### config.mk
export PLATFORM = sky130hd
export DESIGN_NAME = paddle_hub_flat
export DESIGN_NICKNAME = d
export VERILOG_FILES = /design/src/rtl/paddle_hub_pkg.sv /design/src/rtl/paddle_hub_if.sv /design/src/rtl/paddle_hub_chan.sv /design/src/rtl/paddle_hub.sv /design/src/flat_wrapper.sv
export SDC_FILE = /design/constraint.sdc
export NUM_CORES = 1
export LEC_CHECK = 0
export ABC_AREA = 1
export CORE_ASPECT_RATIO = 1.25
export CORE_MARGIN = 4
export CORE_UTILIZATION = 55
export CTS_CLUSTER_SIZE = 10
export DETAILED_ROUTE_END_ITERATION = 8
export GPL_ROUTABILITY_DRIVEN = 0
export PLACE_DENSITY = 0.88
export SYNTH_ARGS = -nofsm -noshare
export SYNTH_HDL_FRONTEND = slang
export SYNTH_SLANG_ARGS = --single-unit
### constraint.sdc
create_clock -name clk_sys -period 8.6 [get_ports clk_sys]
set_input_delay 0.86 -clock clk_sys [delete_from_list [all_inputs] [get_ports clk_sys]]
set_output_delay 0.86 -clock clk_sys [all_outputs]
set_load 0.02 [all_outputs]
### src/rtl/paddle_hub_pkg.sv
// Shared types and arithmetic helpers for the paddle_hub input front-end.
package paddle_pkg;

  typedef enum logic [1:0] {
    SRC_PAD   = 2'd0,
    SRC_STICK = 2'd1,
    SRC_MOUSE = 2'd2
  } src_t;

  function automatic int unsigned mch_width(int unsigned n);
    return (n > 1) ? $clog2(n) : 1;
  endfunction

  function automatic logic signed [7:0] sat8s(logic signed [8:0] s);
    if (s > 9'sd127)       return 8'sd127;
    else if (s < -9'sd128) return -8'sd128;
    else                   return s[7:0];
  endfunction

  // Mouse deltas are bounded to +/-max_step before accumulation.
  function automatic logic signed [7:0] clamp_step(logic signed [8:0] d, int unsigned max_step);
    logic signed [8:0] lim;
    lim = $signed(9'(max_step));
    if (d > lim)       return lim[7:0];
    else if (d < -lim) return 8'(-lim);
    else               return d[7:0];
  endfunction

endpackage

### src/rtl/paddle_hub_if.sv
// Paddle hub bus: controller inputs towards the hub, per-channel results back.
interface paddle_hub_if #(
  parameter int unsigned N_CH = 4
);
  import paddle_pkg::*;

  localparam int unsigned MCW = mch_width(N_CH);

  logic                  inv;
  logic                  rel_mode;
  logic [N_CH-1:0]       stick_btn;
  logic [N_CH-1:0]       paddle_btn;
  logic [16*N_CH-1:0]    joy_a;
  logic [8*N_CH-1:0]     paddle;
  logic [24:0]           ps2_mouse;
  logic [MCW-1:0]        mouse_ch;
  logic [8*N_CH-1:0]     a_out;
  logic [N_CH-1:0]       b_out;
  logic [2*N_CH-1:0]     src;

  modport master (
    output inv, rel_mode, stick_btn, paddle_btn, joy_a, paddle, ps2_mouse, mouse_ch,
    input  a_out, b_out, src
  );

  modport slave (
    input  inv, rel_mode, stick_btn, paddle_btn, joy_a, paddle, ps2_mouse, mouse_ch,
    output a_out, b_out, src
  );

endinterface

### src/rtl/paddle_hub_chan.sv
// One paddle channel: source FSM, xy latch, mouse accumulators, stick integrator, output pipeline.
// Optional stage-3 IIR smoothing under PADDLE_HUB_SMOOTH_EN.
module paddle_chan
  import paddle_pkg::*;
#(
  parameter int unsigned AXIS_THR   = 100,
  parameter int unsigned DEADZONE   = 8,
  parameter int unsigned RATE_SHIFT = 3,
  parameter int unsigned MAX_STEP   = 10
) (
  input  logic        clk_sys,
  input  logic        reset,
  input  logic        inv,
  input  logic        rel_mode,
  input  logic        tick,
  input  logic        mouse_evt,
  input  logic        stick_btn,
  input  logic        paddle_btn,
  input  logic [15:0] joy,
  input  logic [7:0]  paddle,
  input  logic [8:0]  mouse_dx,
  input  logic [8:0]  mouse_dy,
  input  logic [1:0]  mouse_btn,
  output logic [7:0]  a_out,
  output logic        b_out,
  output logic [1:0]  src
);

  src_t              src_q, src_d;
  logic              xy_q, xy_d;
  logic              rel_q;
  logic              b_d;
  logic              x_hot, y_hot;
  logic signed [7:0] joy_x, joy_y;
  logic signed [7:0] acc_x, acc_y, acc_x_d, acc_y_d;
  logic signed [7:0] integ, integ_d;
  logic signed [7:0] axis_d, step_v, step_x, step_y;
  logic signed [8:0] axis9;
  logic [8:0]        axis_mag;
  logic signed [7:0] pre, pre_q, a2_q;

  assign joy_x = joy[7:0];
  assign joy_y = joy[15:8];
  assign x_hot = int'(joy_x) > int'(AXIS_THR);
  assign y_hot = int'(joy_y) > int'(AXIS_THR);
  assign src   = src_q;

  // pre is built from next-state values so every input reaches a_out in two cycles.
  always_comb begin
    src_d = src_q;
    if (paddle_btn)     src_d = SRC_PAD;
    else if (stick_btn) src_d = SRC_STICK;
    else if (mouse_evt) src_d = SRC_MOUSE;

    xy_d = xy_q;
    if (src_d == SRC_MOUSE) begin
      if (mouse_btn[0])      xy_d = 1'b0;
      else if (mouse_btn[1]) xy_d = 1'b1;
    end else if (src_d == SRC_STICK) begin
      if (x_hot)      xy_d = 1'b0;
      else if (y_hot) xy_d = 1'b1;
    end

    step_x  = clamp_step(mouse_dx, MAX_STEP);
    step_y  = clamp_step(mouse_dy, MAX_STEP);
    acc_x_d = acc_x;
    acc_y_d = acc_y;
    if (mouse_evt) begin
      acc_x_d = sat8s({acc_x[7], acc_x} + {step_x[7], step_x});
      acc_y_d = sat8s({acc_y[7], acc_y} + {step_y[7], step_y});
    end

    axis_d   = xy_d ? joy_y : joy_x;
    axis9    = {axis_d[7], axis_d};
    axis_mag = axis_d[7] ? 9'(-axis9) : 9'(axis9);
    step_v   = axis_d >>> RATE_SHIFT;
    integ_d  = integ;
    if (rel_mode && !rel_q)
      integ_d = axis_d;
    else if (rel_mode && tick && src_d == SRC_STICK && 32'(axis_mag) > DEADZONE)
      integ_d = sat8s({integ[7], integ} + {step_v[7], step_v});

    pre = {~paddle[7], paddle[6:0]};
    b_d = paddle_btn;
    case (src_d)
      SRC_STICK: begin
        pre = rel_mode ? integ_d : axis_d;
        b_d = stick_btn;
      end
      SRC_MOUSE: begin
        pre = xy_d ? acc_y_d : acc_x_d;
        b_d = |mouse_btn;
      end
      default: ;
    endcase
  end

  always_ff @(posedge clk_sys) begin
    if (reset) begin
      src_q <= SRC_PAD;
      xy_q  <= 1'b0;
      rel_q <= rel_mode;
      acc_x <= '0;
      acc_y <= '0;
      integ <= '0;
      pre_q <= '0;
      a2_q  <= '0;
      b_out <= 1'b0;
    end else begin
      src_q <= src_d;
      xy_q  <= xy_d;
      rel_q <= rel_mode;
      acc_x <= acc_x_d;
      acc_y <= acc_y_d;
      integ <= integ_d;
      pre_q <= pre;
      a2_q  <= inv ? ~pre_q : pre_q;
      b_out <= b_d;
    end
  end

`ifdef PADDLE_HUB_SMOOTH_EN
  logic signed [9:0] iir_q, iir_x, iir_diff;
  logic              unused_iir;

  assign iir_x      = {{2{a2_q[7]}}, a2_q};
  assign iir_diff   = iir_x - iir_q;
  assign unused_iir = ^iir_q[9:8];

  always_ff @(posedge clk_sys) begin
    if (reset) iir_q <= '0;
    else       iir_q <= iir_q + (iir_diff >>> 2);
  end

  assign a_out = iir_q[7:0];
`else
  assign a_out = a2_q;
`endif

endmodule

### src/rtl/paddle_hub.sv
// Multi-channel paddle front-end: mouse strobe detect, channel decode, shared tick prescaler.
// Optional per-channel output smoothing under macro PADDLE_HUB_SMOOTH_EN.
module paddle_hub
  import paddle_pkg::*;
#(
  parameter int unsigned N_CH       = 4,
  parameter int unsigned AXIS_THR   = 100,
  parameter int unsigned DEADZONE   = 8,
  parameter int unsigned RATE_SHIFT = 3,
  parameter int unsigned TICK_DIV   = 4096,
  parameter int unsigned MAX_STEP   = 10
) (
  input logic         clk_sys,
  input logic         reset,
  paddle_hub_if.slave bus
);

  localparam int unsigned PW = (TICK_DIV > 1) ? $clog2(TICK_DIV) : 1;

  logic            strobe_q;
  logic            strobe;
  logic [PW-1:0]   pcnt;
  logic            tick;
  logic [N_CH-1:0] mouse_evt;
  logic [8:0]      mouse_dx, mouse_dy;
  logic            unused_ps2;

  assign strobe     = bus.ps2_mouse[24] ^ strobe_q;
  assign tick       = (pcnt == PW'(TICK_DIV - 1));
  assign mouse_dx   = {bus.ps2_mouse[4], bus.ps2_mouse[15:8]};
  assign mouse_dy   = {bus.ps2_mouse[5], bus.ps2_mouse[23:16]};
  assign unused_ps2 = ^{bus.ps2_mouse[7:6], bus.ps2_mouse[3:2]};

  always_ff @(posedge clk_sys) begin
    strobe_q <= bus.ps2_mouse[24];
    if (reset || tick) pcnt <= '0;
    else               pcnt <= pcnt + 1'b1;
  end

  // Out-of-range mouse_ch matches no channel, so the event is dropped.
  always_comb begin
    mouse_evt = '0;
    for (int unsigned c = 0; c < N_CH; c++)
      if (N_CH == 1 || 32'(bus.mouse_ch) == c) mouse_evt[c] = strobe;
  end

  for (genvar c = 0; c < N_CH; c++) begin : g_ch
    paddle_chan #(
      .AXIS_THR   (AXIS_THR),
      .DEADZONE   (DEADZONE),
      .RATE_SHIFT (RATE_SHIFT),
      .MAX_STEP   (MAX_STEP)
    ) u_chan (
      .clk_sys    (clk_sys),
      .reset      (reset),
      .inv        (bus.inv),
      .rel_mode   (bus.rel_mode),
      .tick       (tick),
      .mouse_evt  (mouse_evt[c]),
      .stick_btn  (bus.stick_btn[c]),
      .paddle_btn (bus.paddle_btn[c]),
      .joy        (bus.joy_a[16*c +: 16]),
      .paddle     (bus.paddle[8*c +: 8]),
      .mouse_dx   (mouse_dx),
      .mouse_dy   (mouse_dy),
      .mouse_btn  (bus.ps2_mouse[1:0]),
      .a_out      (bus.a_out[8*c +: 8]),
      .b_out      (bus.b_out[c]),
      .src        (bus.src[2*c +: 2])
    );
  end

endmodule

### src/flat_wrapper.sv
// flat-port wrapper written by rule: the top's interface ports become plain ports
module paddle_hub_flat import paddle_pkg::*;
#(
  parameter int unsigned N_CH       = 4,
  parameter int unsigned AXIS_THR   = 100,
  parameter int unsigned DEADZONE   = 8,
  parameter int unsigned RATE_SHIFT = 3,
  parameter int unsigned TICK_DIV   = 4096,
  parameter int unsigned MAX_STEP   = 10
)
  (clk_sys, reset, bus_inv, bus_rel_mode, bus_stick_btn, bus_paddle_btn, bus_joy_a, bus_paddle, bus_ps2_mouse, bus_mouse_ch, bus_a_out, bus_b_out, bus_src);
  paddle_hub_if #(.N_CH(N_CH)) bus_i ();
  input logic clk_sys;
  input logic reset;
  input wire logic [$bits(bus_i.inv)-1:0] bus_inv;
  input wire logic [$bits(bus_i.rel_mode)-1:0] bus_rel_mode;
  input wire logic [$bits(bus_i.stick_btn)-1:0] bus_stick_btn;
  input wire logic [$bits(bus_i.paddle_btn)-1:0] bus_paddle_btn;
  input wire logic [$bits(bus_i.joy_a)-1:0] bus_joy_a;
  input wire logic [$bits(bus_i.paddle)-1:0] bus_paddle;
  input wire logic [$bits(bus_i.ps2_mouse)-1:0] bus_ps2_mouse;
  input wire logic [$bits(bus_i.mouse_ch)-1:0] bus_mouse_ch;
  output wire logic [$bits(bus_i.a_out)-1:0] bus_a_out;
  output wire logic [$bits(bus_i.b_out)-1:0] bus_b_out;
  output wire logic [$bits(bus_i.src)-1:0] bus_src;
  assign bus_i.inv = bus_inv;
  assign bus_i.rel_mode = bus_rel_mode;
  assign bus_i.stick_btn = bus_stick_btn;
  assign bus_i.paddle_btn = bus_paddle_btn;
  assign bus_i.joy_a = bus_joy_a;
  assign bus_i.paddle = bus_paddle;
  assign bus_i.ps2_mouse = bus_ps2_mouse;
  assign bus_i.mouse_ch = bus_mouse_ch;
  assign bus_a_out = bus_i.a_out;
  assign bus_b_out = bus_i.b_out;
  assign bus_src = bus_i.src;
  paddle_hub #(.N_CH(N_CH), .AXIS_THR(AXIS_THR), .DEADZONE(DEADZONE), .RATE_SHIFT(RATE_SHIFT), .TICK_DIV(TICK_DIV), .MAX_STEP(MAX_STEP)) u_core (.clk_sys(clk_sys), .reset(reset), .bus(bus_i));
endmodule
==> flow_summary.ini <==
[clock_network]
post-cts-setup-buffer-count = 0
clkLatencyLatePin_ns = 0.45
root_buffer = clkbuf_16
cts_resized = 0
cts_tree = built
cts_hold_buf = 0
clock-sinks = 190
clkTransAtPathRegs_ns = 0.08
cts_buffer_depth = 2
cts_htree_levels = 4
cts_buffers = 17

[job]
cap_violations = 0

[power]
switching_share_pct = 33.5
leakagePower_nw = 8.15
internal_power_mw = 1.82
vdd_drop_max_mv = 0.157
p_per_area_nw_per_um2 = 162
pwr-share-seq_pct = 35.6
combPwrFrac_pct = 31.0
p_switching_uw = 920
pwr-share-clk_pct = 33.3

[routing]
wl_per_cell_um = 15.8
vias = 14950
drc_errors = 0
drt_iter0_markers = 1252
drtAntennaViolNets = 0
vias_per_cell = 5.65
firstDrtPassIters = 8
wl_mm = 41.9

[layout]
area_growth_pct = 17.6
fillers = 2081
stdcell_area_um2 = 16900
final_nets = 2556
drive_gt1_share_pct = 5.07
finalNonFillerCells = 2646

[critical_path]
crit_path_frequent_cell = nand2_1
cp.required_ns = 8.93
r2r_cells = 30
max_stage_delay_ns = 0.45
slowest_stage = or3b_2
crit_path_max_fanout = 22
end_kind = register
path_class = in2reg
setup.worst_path.start_class = primary input
critPathArrivalTime_ns = 6.72

[sta]
fmax_mhz = 157
hold_viol_final = 0
setup_viol = 0
tns_ns = 0
holdWs_ns = 0.453
rsz0062_at_grt = false
finalMaxSlewViolations = 0
fin_ws_ns = 2.22
period_share_pct = 74.2
max_slew.worst_pin.slew_ns = 1.18
finClkSkew_ns = 0.0164
period_needed_ns = 6.38
slew_headroom_pct = 21.3

[run_status]
status = finished, final reports clean

[floorplanning]
core-area_um2 = 25500
fp.dieArea_um2 = 28800
rows = 65
die_x_um = 153
dieHeight_um = 189
start_util_pct = 56.3
num_io_pins = 179

[synth]
synthMuxAreaShare_pct = 0
synthCells = 2171
synthAdderAreaFrac_pct = 11.5
synth_nets = 2431
synth_top_family_by_area = simple AND/OR/NAND/NOR gates
synth_seq_cells = 190
async_reset_ff_share_pct = 0
syn_area_per_cell_um2 = 6.63
yosys.area_share.simple_pct = 30.5
ys_types = 45
syn-cell-area_um2 = 14400
synth_compound_gate_area_share_pct = 14.6
synthXorXnorAreaFrac_pct = 6.64
synth-main-ff-cell = dfxtp_1
synth_warnings = 0
yosysSeqAreaShare_pct = 26.4
synth_edf_count = 0

[global_routing]
antenna_found_initial = 3
grt_start_max_net_pins = 85
grt_pass1_wl_mm = 67.7
grt_pass1_vias = 14561
grt_overflow_total = 0
grtUsageTotal_pct = 28.0

[place]
dpl.hpwl_mm = 31.1
io_buffers = 174
dpl_cell_area_um2 = 16200
pre_cts_ws_ns = 1.93
dp_cells = 2612

[hold_path]
hold-path-cell-count = 1
hold_path.class = reg2reg
==> metal layers <==
layer / vias to the layer above / global-route usage (%) / part of all wire [%]
met1: 6852 / 32.3 / 39
li1: 7292 / - / -
met4: 0 / 14.7 / 4.4
met3: 127 / 4.59 / 7.4
met5: - / 0 / 0
met2: 679 / 49.6 / 50
==> cells in the final DEF, fill, tap and decap left out, types with 4 or more instances in the layout <==
| master | count |
|---|---|
| nand2_1 | 438 |
| nor2_1 | 286 |
| inv_1 | 285 |
| dfxtp_1 | 190 |
| nand3_1 | 180 |
| clkdlybuf4s50_1 | 171 |
| a21oi_1 | 143 |
| ha_1 | 113 |
| o21ai_0 | 97 |
| xnor2_1 | 63 |
| o22ai_1 | 56 |
| xor2_1 | 46 |
| nor3_1 | 29 |
| clkbuf_16 | 17 |
| nand2_2 | 15 |
| o21bai_1 | 15 |
| nand3b_1 | 13 |
| a21oi_2 | 13 |
| a22oi_1 | 12 |
| fa_1 | 12 |
| o21ai_1 | 10 |
| buf_4 | 10 |
| nand2_4 | 9 |
| nand4_1 | 9 |
| o211ai_1 | 8 |
| inv_2 | 7 |
| nor2_2 | 6 |
| a31oi_1 | 5 |
| and2_1 | 5 |
| bufinv_16 | 5 |
| nor3_2 | 4 |
| nand3_2 | 4 |
==> final timing paths <==
| path | startpoint | to | slack (ns) |
|---|---|---|---|
| min | u_core.pcnt[0]$_SDFF_PP0_ | u_core.pcnt[0]$_SDFF_PP0_ | 0.45 |
| max reg2reg | u_core.strobe_q$_DFF_P_ | u_core.g_ch[2].u_chan.pre_q[2]$_SDFF_PP0_ | 2.75 |
| max | bus_ps2_mouse[24] | u_core.g_ch[2].u_chan.pre_q[2]$_SDFF_PP0_ | 2.22 |
| min reg2reg | u_core.pcnt[0]$_SDFF_PP0_ | u_core.pcnt[0]$_SDFF_PP0_ | 0.45 |
==> critical path: cells and delay by family <==
family,cells,cell delay [ns]
simple gates,18,2.77
xor+xnor,1,0.44
compound gates,6,0.73
fa+ha+maj,2,0.81
buf+inv,4,1.09
==> stage by stage <==
| stage | utilization [%] | power, mW |
|---|---|---|
| floorplan | - | 1.58 |
| global placement | 63.6 | 1.79 |
| detailed placement | 63.6 | 1.82 |
| CTS | 66.2 | 2.73 |
| global route | 66.2 | 2.87 |
| finish | 66.2 | 2.74 |
==> cells in the mapped netlist (all sizes together) (29+ instances only) <==
cell      n  area, um^2
a21oi   156         830
buf      29         205
clkbuf   48         180
dfxtp   190        3800
ha      113        1410
inv     292        1100
nand2   462        1840
nand3   187         993
nor2    295        1150
nor3     33         165
o21ai   110         577
o22ai    56         350
xnor2    63         552
xor2     46         403
==> registers in the layout (all words and copies together) (netlist names), 4 cells and up <==
| register | cells |
|---|---|
| u_core.g_ch.u_chan.a_out | 32 |
| u_core.g_ch.u_chan.pre_q | 32 |
| u_core.g_ch.u_chan.b_out | 4 |
| u_core.pcnt | 12 |
| u_core.g_ch.u_chan.src | 8 |
| u_core.g_ch.u_chan.xy_q | 4 |
| u_core.g_ch.u_chan.integ | 32 |
| u_core.g_ch.u_chan.acc_x | 32 |
| u_core.g_ch.u_chan.acc_y | 32 |
==> cell families (layout without fill, tap and decap cells) <==
group	after synthesis	after routing
and+or+nand+nor	1011	1011
buffers and inverters	369	506
DFF	190	190
xor gates and xnor gates	109	109
AOI/OAI and AO/OA	367	367
adders and majority gates	125	125
other	0	3
==> cell type report <==
cell class	count	area [um^2]	area share, %
Clock buffer	20	467	2.76
Antenna cell	3	7.51	0.0444
Sequential cell	190	3800	22.5
Multi-Input combinational cell	1612	9130	53.9
Inverter	292	1100	6.48
Tap cell	335	419	2.48
Timing Repair Buffer	183	1800	10.6
Clock inverter	11	201	1.19
==> power by group through the flow <==
stage | Combinational (mW) | Clock [mW] | Sequential [mW]
floorplan | 0.576 | 0 | 1.01
global placement | 0.798 | 0 | 0.993
detailed placement | 0.829 | 0 | 0.995
CTS | 0.839 | 0.913 | 0.976
global route | 0.945 | 0.945 | 0.982
finish | 0.851 | 0.915 | 0.977
No activity file was read; power rests on OpenSTA's default activity.
